==> src/rtl/uart_word_rx.sv <==
// 8N1 UART receiver that packs bytes LSB-byte-first into 64-bit words.
// Optional idle timeout on partial words: define UART_RX_TIMEOUT_EN.
module uart_word_rx #(
  parameter int CLKS_PER_BIT = 217,
  parameter int IDLE_BITS    = 20
) (
  input  logic        clk,
  input  logic        rst,
  input  logic        rx,
  output logic [7:0]  byte_data,
  output logic        byte_valid,
  output logic [63:0] word,
  output logic        word_valid,
  output logic        frame_err,
  output logic [2:0]  byte_count
);

  localparam int CNT_W = $clog2(CLKS_PER_BIT);
  localparam int HALF  = CLKS_PER_BIT / 2;
  localparam logic [CNT_W-1:0] CNT_HALF = CNT_W'(HALF - 1);
  localparam logic [CNT_W-1:0] CNT_LAST = CNT_W'(CLKS_PER_BIT - 1);

  localparam logic [2:0] S_IDLE    = 3'd0;
  localparam logic [2:0] S_START   = 3'd1;
  localparam logic [2:0] S_DATA    = 3'd2;
  localparam logic [2:0] S_STOP    = 3'd3;
  localparam logic [2:0] S_RECOVER = 3'd4;

  if (CLKS_PER_BIT < 4 || IDLE_BITS < 1) begin : g_bad_param
    $error("uart_word_rx: CLKS_PER_BIT must be >= 4 and IDLE_BITS >= 1");
  end

  logic             rx_p0, rx_p1;
  logic             rx_s;
  logic [2:0]       state;
  logic [CNT_W-1:0] cnt;
  logic [2:0]       bit_idx;
  logic [7:0]       shreg;
  logic [63:0]      word_buf;
  logic             tmo_hit;

  // Stage p0/p1: two-flop synchroniser, idle-high after reset
  always_ff @(posedge clk or posedge rst) begin
    if (rst) begin
      rx_p0 <= 1'b1;
      rx_p1 <= 1'b1;
    end else begin
      rx_p0 <= rx;
      rx_p1 <= rx_p0;
    end
  end

  assign rx_s = rx_p1;

  always_ff @(posedge clk) begin
    if (state == S_DATA && cnt == CNT_LAST)
      shreg <= {rx_s, shreg[7:1]};
  end

`ifdef UART_RX_TIMEOUT_EN
  localparam int TMO_CYCLES = IDLE_BITS * CLKS_PER_BIT;
  localparam int TMO_W      = $clog2(TMO_CYCLES + 1);

  logic [TMO_W-1:0] idle_cnt;

  assign tmo_hit = (state == S_IDLE) && rx_s && (byte_count != 3'd0) &&
                   (idle_cnt == TMO_W'(TMO_CYCLES - 1));

  // Any start edge, busy state or empty word restarts the idle count
  always_ff @(posedge clk or posedge rst) begin
    if (rst)
      idle_cnt <= '0;
    else if (state != S_IDLE || !rx_s || byte_count == 3'd0 || tmo_hit)
      idle_cnt <= '0;
    else
      idle_cnt <= idle_cnt + 1'b1;
  end
`else
  assign tmo_hit = 1'b0;
`endif

  always_ff @(posedge clk or posedge rst) begin
    if (rst) begin
      state      <= S_IDLE;
      cnt        <= '0;
      bit_idx    <= 3'd0;
      byte_data  <= 8'd0;
      byte_valid <= 1'b0;
      word       <= 64'd0;
      word_valid <= 1'b0;
      frame_err  <= 1'b0;
      byte_count <= 3'd0;
      word_buf   <= 64'd0;
    end else begin
      byte_valid <= 1'b0;
      word_valid <= 1'b0;
      frame_err  <= 1'b0;
      case (state)
        S_IDLE: begin
          if (!rx_s) begin
            cnt   <= '0;
            state <= S_START;
          end
        end
        S_START: begin
          if (cnt == CNT_HALF) begin
            if (!rx_s) begin
              cnt     <= '0;
              bit_idx <= 3'd0;
              state   <= S_DATA;
            end else begin
              state <= S_IDLE;
            end
          end else begin
            cnt <= cnt + 1'b1;
          end
        end
        S_DATA: begin
          if (cnt == CNT_LAST) begin
            cnt <= '0;
            if (bit_idx == 3'd7)
              state <= S_STOP;
            else
              bit_idx <= bit_idx + 1'b1;
          end else begin
            cnt <= cnt + 1'b1;
          end
        end
        S_STOP: begin
          if (cnt == CNT_LAST) begin
            cnt <= '0;
            if (rx_s) begin
              byte_data                       <= shreg;
              byte_valid                      <= 1'b1;
              word_buf[{byte_count, 3'b000} +: 8] <= shreg;
              if (byte_count == 3'd7) begin
                word       <= {shreg, word_buf[55:0]};
                word_valid <= 1'b1;
              end
              // 3-bit count wraps 7 -> 0 on word completion
              byte_count <= byte_count + 1'b1;
              state      <= S_IDLE;
            end else begin
              frame_err  <= 1'b1;
              byte_count <= 3'd0;
              state      <= S_RECOVER;
            end
          end else begin
            cnt <= cnt + 1'b1;
          end
        end
        S_RECOVER: begin
          // A held-low line (break) must return high before a new start is armed
          if (rx_s)
            state <= S_IDLE;
        end
        default: state <= S_IDLE;
      endcase
      if (tmo_hit) begin
        byte_count <= 3'd0;
        word_buf   <= 64'd0;
      end
    end
  end

endmodule

==> config.mk <==
export PLATFORM = sky130hd
export DESIGN_NAME = uart_word_rx
export DESIGN_NICKNAME = d
export VERILOG_FILES = /design/src/rtl/uart_word_rx.sv
export SDC_FILE = /design/constraint.sdc
export NUM_CORES = 1
export LEC_CHECK = 0
export CAP_MARGIN = 40
export CORE_UTILIZATION = 50
export DETAILED_ROUTE_END_ITERATION = 10
export GPL_ROUTABILITY_DRIVEN = 0
export GPL_TIMING_DRIVEN = 0
export PLACE_DENSITY = 0.79
export SYNTH_ARGS = -nofsm -noshare
export SYNTH_HDL_FRONTEND = slang
export SYNTH_SLANG_ARGS = --single-unit
export TNS_END_PERCENT = 30
==> constraint.sdc <==
create_clock -name clk -period 4.57 [get_ports clk]
set_clock_uncertainty 0.1 [all_clocks]
set_input_delay 0.457 -clock clk [delete_from_list [all_inputs] [get_ports clk]]
set_output_delay 0.457 -clock clk [all_outputs]
set_load 0.1 [all_outputs]
# Word-level counts from Yosys, hierarchy flattened

Index checks and enable logic that the tools add are counted.

Input port bits: 3
Output and inout port bits: 78
Bits in registers: 166

Mux-type cells: 30
Equality and inequality tests: 16
Reduce and logical (&&, ||, !) cells: 10
Add/sub/neg operators: 4
Shifts and indexed selects: 2

Operators by type and width:

| operator                                             | number |
|---|---|
| bitwise mux 64 bit                                   | 1 |
| variable shift 8 x 8 -> 64 bit, first input constant | 1 |
| variable part select 8 x 8 -> 64 bit                 | 1 |
| 2-to-1 mux 3 bit                                     | 12 |
| 2-to-1 mux 8 bit                                     | 3 |
| case mux 8 bit (3 select lines)                      | 1 |
| case mux 3 bit (5 select lines)                      | 1 |
| != test 2 bit, second input constant                 | 6 |
| 2-to-1 mux 1 bit                                     | 10 |
| == test 3 bit, second input constant                 | 3 |
| adder 8 x 1 -> 8 bit, second input constant          | 1 |
| == test 8 x 7 -> 1 bit, second input constant        | 1 |
| == test 8 bit, second input constant                 | 1 |
| negation 6 -> 8 bit                                  | 1 |
| adder 3 x 1 -> 3 bit, second input constant          | 2 |
| == test 3 x 2 -> 1 bit, second input constant        | 2 |
| case mux 3 bit (2 select lines)                      | 1 |
| AND reduction 6 bit                                  | 1 |
| AND reduction 5 bit                                  | 1 |
| != test 2 x 1 -> 1 bit, second input constant        | 2 |
| AND reduction 4 bit                                  | 1 |
| == test 3 x 1 -> 1 bit, second input constant        | 1 |
| zero test 3 bit                                      | 1 |
| AND reduction 3 bit                                  | 1 |
| other kinds (6)                                      | 6 |

# Depth between registers and ports, before layout

Gate-level depths: netlist (run 1).

Depth after elaboration: 5
Gate-level depth with buffers: 9
Depth with buffers taken out: 7

# Worst setup path before layout (run 1)

Ideal clock, no wire load.

Kind: register to register
Start point: register byte_count[0]
End point: register word_buf[0]
Required time: 4.345 ns
Arrival: 2.774 ns
Library setup time: 0.125 ns
Cell stages (with the launch flop): 8
Setup slack: 1.571 ns
Period minus slack after synthesis: 2.999 ns
Buffers on the path: 1
Path through: dfrtp_1 clkbuf_1 inv_1 ha_1 ha_1 nor4b_1 nand4_2 mux2_2

Longest elaborated chain between the ends: 3
Elaborated cells between the ends (all ways): 4
Classes of those cells: 1 x add/sub; 2 x shift; 1 x mux

RTL lines:

| what                                                                                          | RTL line | text |
|---|---|---|
| start: declaration                                                                            | 15       | `output logic [2:0] byte_count` |
| start signal: assignment                                                                      | 141      | `byte_count <= byte_count + 1'b1;` |
| negation 6 -> 8 bit *                                                                         | 135      | `word_buf[{byte_count, 3'b000} +: 8] <= shreg;` |
| variable part select 8 x 8 -> 64 bit / variable shift 8 x 8 -> 64 bit (equally long branches) | 135      |  |
| bitwise mux 64 bit *                                                                          | 135      |  |
| end signal: indexed assignment                                                                | 135      |  |
| end: declaration                                                                              | 39       | `logic [63:0] word_buf;` |

Every way passes the cells marked *; elsewhere a longest branch is shown, timed or not.
A chain may end at the register's enable or synchronous reset.

# Worst setup path in the final report (run 1)

Start point: register byte_count[0]
End point: register word_buf[39]

Same word-level chain as after synthesis.

==> out/qor.txt, run 1 <==
Outcome: complete, no violations
Initial Util: 51.5%
Setup violators final: 0
Synth unique cells: 56
#FFs+latches synth: 158
Clk slew on worst S/H paths: 60 ps
Routed wire length: 16500 µm
Fin Setup TNS: 0 ps
CTS tree: yes
Die Span Y: 119 µm
Hold Path Class: register to register
Total global routing overflow: 0
Cell total after placement: 817
Core Rows: 42
CTS Sinks: 158
Antenna violations before repair: 0
Clock Path Buffers: 2
Synth Cell Area: 6850 µm²
FMAX: 342 MHz
Mean Syn Cell Area: 14.3 µm²
Pre-Repair DR Iteration Count: 5
First-pass GRT wire length: 26900 µm
Fillers: 758
DR WL/cell: 19.4 µm
Iter 0 DRT Violations: 242
Inserted Diodes: 0
Setup Buffers After CTS: 0
Remaining routing DRC violations: 0
Area Overhead vs Synth: 42.4%
CTS buffer count: 17
Pre-CTS setup slack: 1730 ps
Fin worst setup slack: 1650 ps
Share of post-route cells with drive strength above 1: 37.7%
Most frequent cells in the layout: dfrtp_1 (148), clkdlybuf4s50_1 (80), buf_8 (78)
Final period util: 64.0%
Peak supply drop: 0.000271 V
Seq/Total Area, Yosys: 58.3%
Synth Flop Type: dfrtp_1
Port Buf Inserts: 80
Warnings, synthesis: 0
Cell Pwr Density: 306 nW/µm²
Crit path DAT: 3120 ps
Worst-path maximum fanout: 10
Syn Nets: 494
Overall power: 2.99 mW
DR vias: 4673
Remaining antenna violation count after routing: 0
Detail Placement HPWL: 10800 µm
Die Area: 14200 µm²
Nets: 674
Max Cap Violations: 0
Slew Limit Fails: 0
Fraction of registers with async set/reset: 94.9%
Critical Path End Type: register
Placeable Area: 13300 µm²
Clock Latency Late Sink: 420 ps
Via density: 5.50
Pin count of the biggest net entering global routing: 41
# hold bufs at CTS: 0
Critical path class: register to register
H-tree levels: 4
Mapped Cells: 480
P_leak: 4.83 nW
Die Width: 119 µm
Area post-placement: 9110 µm²
RSZ-0062 raised after global routing: no
Final Cell Area: 9760 µm²
Tmin final: 2920 ps
Max-Slew Margin vs Limit: 48.7%
Slew @ Worst Pin: 768 ps
Final Hold Fails: 0
Most common cell after layout, fill and taps aside: dfrtp_1
EDFF count, synth: 8
Fin cells: 849
All-layer global routing usage: 24.9%
Root buf cell: clkbuf_16
Worst EP required: 4770 ps
Post_cts resized: 0
I/O pins: 81
Startpoint types: register
Vias in the first global route: 5091
[sequential cells by signal (all words and copies together), names as in the netlist, 3 cells and up]
register    count
cnt             8
bit_idx         3
word_buf       56
byte_count      3
state           3
word           64
shreg           8
byte_data       8
[layer usage]
metal | global-route usage, % | routed length (µm)
met1 | 29.3 | 6430
met5 | 0 | 0
met2 | 43.5 | 8660
met3 | 5.41 | 773
met4 | 11.3 | 600
[cell usage after synthesis, drive strengths merged (2+ instances only)]
library cell    n  area share, %
dfrtp         148             54
mux2          117             23
nand2          36            2.1
inv            20            1.1
and3           15            1.4
buf            15            1.9
nor2           14           0.77
o21ai          14            1.0
ha             11            2.0
and2            8           0.73
edfxtp          8            3.5
nor3            7           0.58
clkbuf          6           0.33
mux2i           6           0.88
o211ai          5           0.55
o22ai           4           0.46
a21oi           3           0.27
nand4           3           0.46
nor2b           3           0.27
o221ai          3           0.38
o31a            3           0.38
a21o            2           0.22
a22o            2           0.26
and3b           2           0.31
dfstp           2           0.77
nand3           2           0.15
nand4b          2           0.26
or3b            2           0.26
xnor2           2           0.26
[kinds of logic (layout without fill, tap and decap cells)]
group	after synthesis	count (layout)	synth area share (%)
compound gates	44	44	4.51
fa+ha+maj	11	11	2.01
simple gates	101	101	8.15
mux	123	123	23.4
xor+xnor	2	2	0.256
buf+inv	41	234	3.34
flops	158	158	58.3
[worst max-delay path, cell delays in order (launching register included)]
cell and delay (ps):
dfrtp_1 440, clkbuf_1 400, inv_1 140, ha_1 250, ha_1 390, nor3b_1 300
nand4_2 380, mux2_2 410
[final cells by class]
class	count	area (µm²)	area share, %
multi-input combinational	281	2630	26.9
tap	176	220	2.26
clock inverter	9	154	1.58
timing repair buffer	161	2030	20.8
clock buffer	23	498	5.10
buffer	21	154	1.58
sequential	158	4000	41.0
inverter	20	78.8	0.808
[through the flow]
stage,util [%],hold WS (ps)
4_1_cts,73.4,259
6_report,73.4,258
2_1_floorplan,-,245
5_1_grt,73.4,261
3_3_place_gp,59.2,247
3_5_place_dp,68.5,250
[path summary, 6_finish.rpt]
path | end | slack [ps] | start | cells after the start
max | word_buf[39] | 1650 | byte_count[0] | 7
min | rx_p1 | 260 | rx_p0 | 0
max reg2reg | word_buf[39] | 1650 | byte_count[0] | 7
min reg2reg | rx_p1 | 260 | rx_p0 | 0
max in group asynchronous | rx_p1 | 2960 | rst | 4
min in group asynchronous | word[36] | 430 | rst | 2
[report_power, final]
| part | internal, mW | leakage (nW) | switching [mW] | total [mW] |
|---|---|---|---|---|
| clock | 0.988 | 0.316 | 0.553 | 1.54 |
| combinational | 0.00740 | 2.37 | 0.0273 | 0.0347 |
| sequential | 1.41 | 2.15 | 0.000735 | 1.41 |
(Power assumes the default switching activity.)
==> run 2: changes to the inputs <==
==> constraint.sdc (replaced) <==
create_clock -name clk -period 2.4 [get_ports clk]
set_clock_uncertainty 0.1 [all_clocks]
set_input_delay 0.24 -clock clk [delete_from_list [all_inputs] [get_ports clk]]
set_output_delay 0.24 -clock clk [all_outputs]
set_load 0.1 [all_outputs]
==> run 2 against run 1 <==
Compared with the run above: the flow now finishes with violations (negative setup slack); final area rose by 0.86%; cell count rose by 0.82%; via count rose by 1.3%; core utilization rose by 0.63 points; sequential cell count did not move; hold slack got worse by 140 ps; combinational power rose by 91%; sequential share of layout area fell by 0.32 points; die area did not move; critical path depth rose by 1; clock power rose by 91%; largest power group unchanged; highest routed layer unchanged.
==> out/qor.txt, run 2 (same netlist as run 1, synthesis figures left out) <==
Outcome: finished, violations left
Failing checks: negative setup slack
Clock Latency Late Sink: 420 ps (about the same)
H-tree levels: 4 (unchanged)
Top reg by flops: word
Fin Setup TNS: -50.1 ps (-50.1 ps)
I/O pins: 81 (unchanged)
Max-Slew Margin vs Limit: 48.8% (+0.15 points)
Die Area: 14200 µm² (unchanged)
DR vias: 4734 (+1.3%)
Hold depth: 1 (+1)
GR Layer Usage met3: 5.46% (+0.048 points)
CTS Sinks: 158 (unchanged)
Max Cap Violations: 0 (unchanged)
Hold Path Class: primary input to register
Worst-path maximum fanout: 10 (unchanged)
Fillers: 739 (-2.5%)
# hold bufs at CTS: 0 (unchanged)
Post-layout util: 74.0% (+0.63 points)
First-pass GRT wire length: 27000 µm (+0.57%)
Max reg flops: 64 (unchanged)
Final period util: 101% (+37 points)
Remaining antenna violation count after routing: 0 (unchanged)
Reg2Reg Depth: 8 (+1)
Clk slew on worst S/H paths: 60 ps (about the same)
Cell Pwr Density: 578 nW/µm² (+89%)
Placeable Area: 13300 µm² (unchanged)
Critical Path End Type: register
Core Rows: 42 (unchanged)
Final Hold Fails: 0 (unchanged)
Detail Placement HPWL: 10800 µm (unchanged)
Antenna violations before repair: 0 (unchanged)
Fin cells: 856 (+0.82%)
Grt met2 use: 43.8% (+0.22 points)
Setup violators final: 7 (+7)
Root buf cell: clkbuf_16
Flop-to-flop setup slack: -20 ps (-1670 ps)
Area Overhead vs Synth: 43.7%
Final hold slack: 119 ps (-139 ps)
Area post-placement: 9110 µm² (unchanged)
All-layer global routing usage: 25.1% (+0.18 points)
Top flop regs: word (64), word_buf (56)
Via density: 5.53 (+0.48%)
Routed wire length: 16900 µm (+2.7%)
GRT busiest layer: met2
Most common cell after layout, fill and taps aside: dfrtp_1
Vias in the first global route: 5106 (+0.29%)
Clock Path Buffers: 2 (unchanged)
Cell total after placement: 817 (unchanged)
Slew @ Worst Pin: 766 ps (-2.31 ps)
Iter 0 DRT Violations: 268 (+11%)
Pre-CTS setup slack: -443 ps (-2170 ps)
DR WL/cell: 19.7 µm (+1.8%)
Worst EP required: 2600 ps (-2170 ps)
Met1 usage: 29.6% (+0.31 points)
Share of post-route cells with drive strength above 1: 39.6% (+1.8 points)
Total global routing overflow: 0 (unchanged)
Peak supply drop: 0.000515 V (+90%)
Initial Util: 51.5% (unchanged)
Pin count of the biggest net entering global routing: 41 (unchanged)
Crit path DAT: 2620 ps (-500 ps)
Tmin final: 2420 ps (-505 ps)
Overall power: 5.69 mW (+91%)
Crit path launch: byte_count[0]
Port Buf Inserts: 80 (unchanged)
Most frequent cells in the layout: dfrtp_1 (146), clkdlybuf4s50_1 (80), buf_8 (78)
Remaining routing DRC violations: 0 (unchanged)
Startpoint types: register
Pre-Repair DR Iteration Count: 4 (-1)
Reg2reg end: word_buf[12]
P_leak: 4.86 nW (+0.73%)
FMAX: 414 MHz (+21%)
Reg2Reg Launch Point: byte_count[0]
CP endpoint: word_buf[12]
Critical path class: register to register
CTS tree: yes
Slew Limit Fails: 0 (unchanged)
Die Span Y: 119 µm (unchanged)
Fin worst setup slack: -18.2 ps (-1670 ps)
Nets: 681 (+1.0%)
Inserted Diodes: 0 (unchanged)
Die Width: 119 µm (unchanged)
Final Cell Area: 9840 µm² (+0.86%)
CTS buffer count: 17 (unchanged)
-- run 2: changes by cell type in the layout (fill, tap and decap cells not counted), sizes merged --
cell,change
buf,+7
-- run 2: worst max-delay path: stages, from the launching register on --
cell and delay [ps]:
dfrtp_2 360, clkbuf_8 160, inv_1 70, ha_1 230, ha_2 410, nor2b_1 200
and3_1 250, buf_6 170, mux2_2 350
-- run 2: power by group --
| part | total (mW) | switching (mW) | internal, mW | leakage (nW) |
|---|---|---|---|---|
| Sequential | 2.69 | 0.00138 | 2.68 | 2.14 |
| Clock | 2.94 | 1.06 | 1.88 | 0.316 |
| Combinational | 0.0662 | 0.0521 | 0.0141 | 2.40 |
-- run 2: area by class of cell --
class	count	area (µm²)	share of cell area, %
Tap cell	176	220	2.24
Clock buffer	23	498	5.06
Multi-Input combinational cell	281	2640	26.8
Inverter	20	78.8	0.801
Buffer	21	169	1.72
Timing Repair Buffer	168	2080	21.2
Clock inverter	9	154	1.56
Sequential cell	158	4000	40.6
-- run 2: timing repair --
action / in CTS / in global routing
gates resized for setup: 11 / 0
setup buffers: 3 / 4
endpoints found under the setup margin: 56 / 20
pin swaps: 2 / 0
endpoints found under the hold margin: 0 / 0
-- run 2: worst min-delay path by stage --
stage | from | to | slack [ps]
3_5_place_dp | rx_p0 | rx_p1 | 250
3_3_place_gp | rx_p0 | rx_p1 | 250
6_report | rx | rx_p0 | 120
4_1_cts | rx | rx_p0 | 110
5_1_grt | rx | rx_p0 | 110
2_1_floorplan | rx | rx_p0 | 140
-- run 2: routing by layer --
layer / share of wire (%) / wire, µm
met2: 52 / 8850
met3: 5.3 / 891
met5: 0 / 0
met4: 3.4 / 582
met1: 39 / 6580
==> run 3: changes to the inputs <==
--- a/config.mk
+++ b/config.mk
@@ -6,10 +6,12 @@
 export NUM_CORES = 1
 export LEC_CHECK = 0
 export CAP_MARGIN = 40
+export CORE_MARGIN = 8
 export CORE_UTILIZATION = 50
 export DETAILED_ROUTE_END_ITERATION = 10
 export GPL_ROUTABILITY_DRIVEN = 0
 export GPL_TIMING_DRIVEN = 0
+export MAX_ROUTING_LAYER = met4
 export PLACE_DENSITY = 0.79
 export SYNTH_ARGS = -nofsm -noshare
 export SYNTH_HDL_FRONTEND = slang
==> run 3 against run 2 <==
Compared with the run above: the run now ends clean; register-to-register slack better by 150 ps; largest cell class unchanged; core utilization down 0.21 points; critical path depth unchanged; largest power group is now sequential cells; die area up 25%; sequential power about the same; clock-buffer cell count down 1; final area down 0.28%; via count down 3.5%; worst setup slack better by 150 ps; non-clock buffer count down 2; highest routed layer unchanged; cell count down 0.23%; clock power down 10%.
==> out/qor.txt, run 3 (same netlist as run 1, synthesis figures left out) <==
Outcome: complete, no violations
Setup violators final: 0 (-7)
Total global routing overflow: 0 (unchanged)
Tmin final: 2270 ps (-150 ps)
Max-Slew Margin vs Limit: 48.2% (-0.68 points)
Area Overhead vs Synth: 43.3%
Most frequent cells in the layout: dfrtp_1 (146), clkdlybuf4s50_1 (80), buf_8 (73)
Critical path class: register to register
Peak supply drop: 0.000398 V (-23%)
Final Cell Area: 9810 µm² (-0.28%)
Worst-path maximum fanout: 10 (unchanged)
Detail Placement HPWL: 11700 µm (+7.6%)
Final Hold Fails: 0 (unchanged)
Hold Path Class: primary input to register
Cell Pwr Density: 550 nW/µm² (-4.9%)
Iter 0 DRT Violations: 319 (+19%)
Inserted Diodes: 0 (unchanged)
All-layer global routing usage: 20.2% (-4.8 points)
Final hold slack: 129 ps (+9.89 ps)
P_leak: 4.83 nW (-0.76%)
Clk slew on worst S/H paths: 60 ps (about the same)
Vias in the first global route: 5029 (-1.5%)
Reg2reg end: word_buf[29]
Remaining antenna violation count after routing: 0 (unchanged)
First-pass GRT wire length: 27500 µm (+1.7%)
DR WL/cell: 19.4 µm (-1.9%)
Critical Path End Type: register
Pin count of the biggest net entering global routing: 44 (+7.3%)
Port Buf Inserts: 80 (unchanged)
Min-delay src: rx
Startpoint types: register
CTS Sinks: 158 (unchanged)
Most common cell after layout, fill and taps aside: dfrtp_1
Crit path DAT: 2460 ps (-160 ps)
Die Width: 133 µm (+12%)
DR vias: 4566 (-3.5%)
Antenna violations before repair: 0 (unchanged)
Reg2Reg Launch Point: byte_count[1]
Clock Path Buffers: 2 (unchanged)
Routed wire length: 16500 µm (-2.1%)
Slew @ Worst Pin: 776 ps (+10.2 ps)
Die Span Y: 133 µm (+12%)
Via density: 5.35 (-3.3%)
Reg2Reg Depth: 8 (unchanged)
RSZ-0062 raised after global routing: no
Pre-Repair DR Iteration Count: 4 (unchanged)
Final period util: 94.5% (-6.2 points)
H-tree levels: 4 (unchanged)
Top reg by flops: word
Worst EP required: 2590 ps (about the same)
Max Cap Violations: 0 (unchanged)
Hold depth: 1 (unchanged)
CTS tree: yes
Core Rows: 42 (unchanged)
Placeable Area: 13300 µm² (unchanged)
Share of post-route cells with drive strength above 1: 38.9% (-0.62 points)
FMAX: 441 MHz (+6.6%)
# hold bufs at CTS: 0 (unchanged)
Die Area: 17700 µm² (+25%)
Max reg flops: 64 (unchanged)
Root buf cell: clkbuf_16
Top flop regs: word (64), word_buf (56)
Post-layout util: 73.8% (-0.21 points)
Nets: 679 (-0.29%)
I/O pins: 81 (unchanged)
Clock Latency Late Sink: 420 ps (about the same)
Slew Limit Fails: 0 (unchanged)
Remaining routing DRC violations: 0 (unchanged)
Area post-placement: 9170 µm² (+0.69%)
Flop-to-flop setup slack: 130 ps (+150 ps)
WHS Endpoint: rx_p0
Initial Util: 51.5% (unchanged)
CTS buffer count: 17 (unchanged)
[run 3: worst max-delay path: stages, from the launching register on]
cell      delay, ps
dfrtp_2         460
inv_1            90
ha_1            210
ha_1            390
o311a_1         200
nand4b_1        220
clkbuf_4        270
nand2_1         100
o21ai_0         100
[run 3: cell type report]
type / count / area, µm²
Sequential cell: 158 / 4000
Fill cell: 777 / 3480
Multi-Input combinational cell: 281 / 2640
Timing Repair Buffer: 167 / 2140
Clock buffer: 22 / 474
Tap cell: 176 / 220
Buffer: 20 / 154
Clock inverter: 10 / 113
Inverter: 20 / 78.8
[run 3: where the power goes]
group	leakage (nW)	total, mW	switching [mW]	internal [mW]
clock	0.274	2.64	1.04	1.61
sequential	2.14	2.69	0.00129	2.68
combinational	2.41	0.0669	0.0528	0.0141
total	4.83	5.40	1.09	4.30
[run 3: repair_timing]
| item | CTS | global route |
|---|---|---|
| pin swaps | 2 | 0 |
| endpoints found under the setup margin | 56 | 39 |
| setup buffers | 2 | 4 |
| gates resized for setup | 2 | 5 |
[run 3: metrics by stage]
stage | TNS (ps) | worst slack [ps] | cells | total power, mW
floorplan | -27560 | -599 | 480 | 2.77
global placement | -147850 | -952 | 736 | 2.79
detailed placement | -11250 | -410 | 817 | 2.80
CTS | 0 | 17.6 | 850 | 5.44
global route | 0 | 12.6 | 854 | 5.55
finish | 0 | 131 | 854 | 5.40
[run 3: worst max path at each step]
| stage | start | cells after the start | to |
|---|---|---|---|
| floorplan | byte_count[0] | 7 | word_buf[0] |
| global placement | rst | 2 | word[11] |
| detailed placement | byte_count[0] | 7 | word_buf[3] |
| CTS | byte_count[1] | 7 | word_buf[28] |
| global route | byte_count[1] | 8 | word_buf[29] |
| finish | byte_count[1] | 8 | word_buf[29] |
[run 3: layer usage]
| layer | up-vias | part of all wire (%) | GRT usage (%) |
|---|---|---|---|
| met4 | 0 | 2.2 | 7.07 |
| li1 | 2078 | - | - |
| met1 | 2317 | 39 | 22.6 |
| met2 | 139 | 54 | 34.9 |
| met5 | - | 0 | - |
| met3 | 32 | 4.5 | 4.81 |
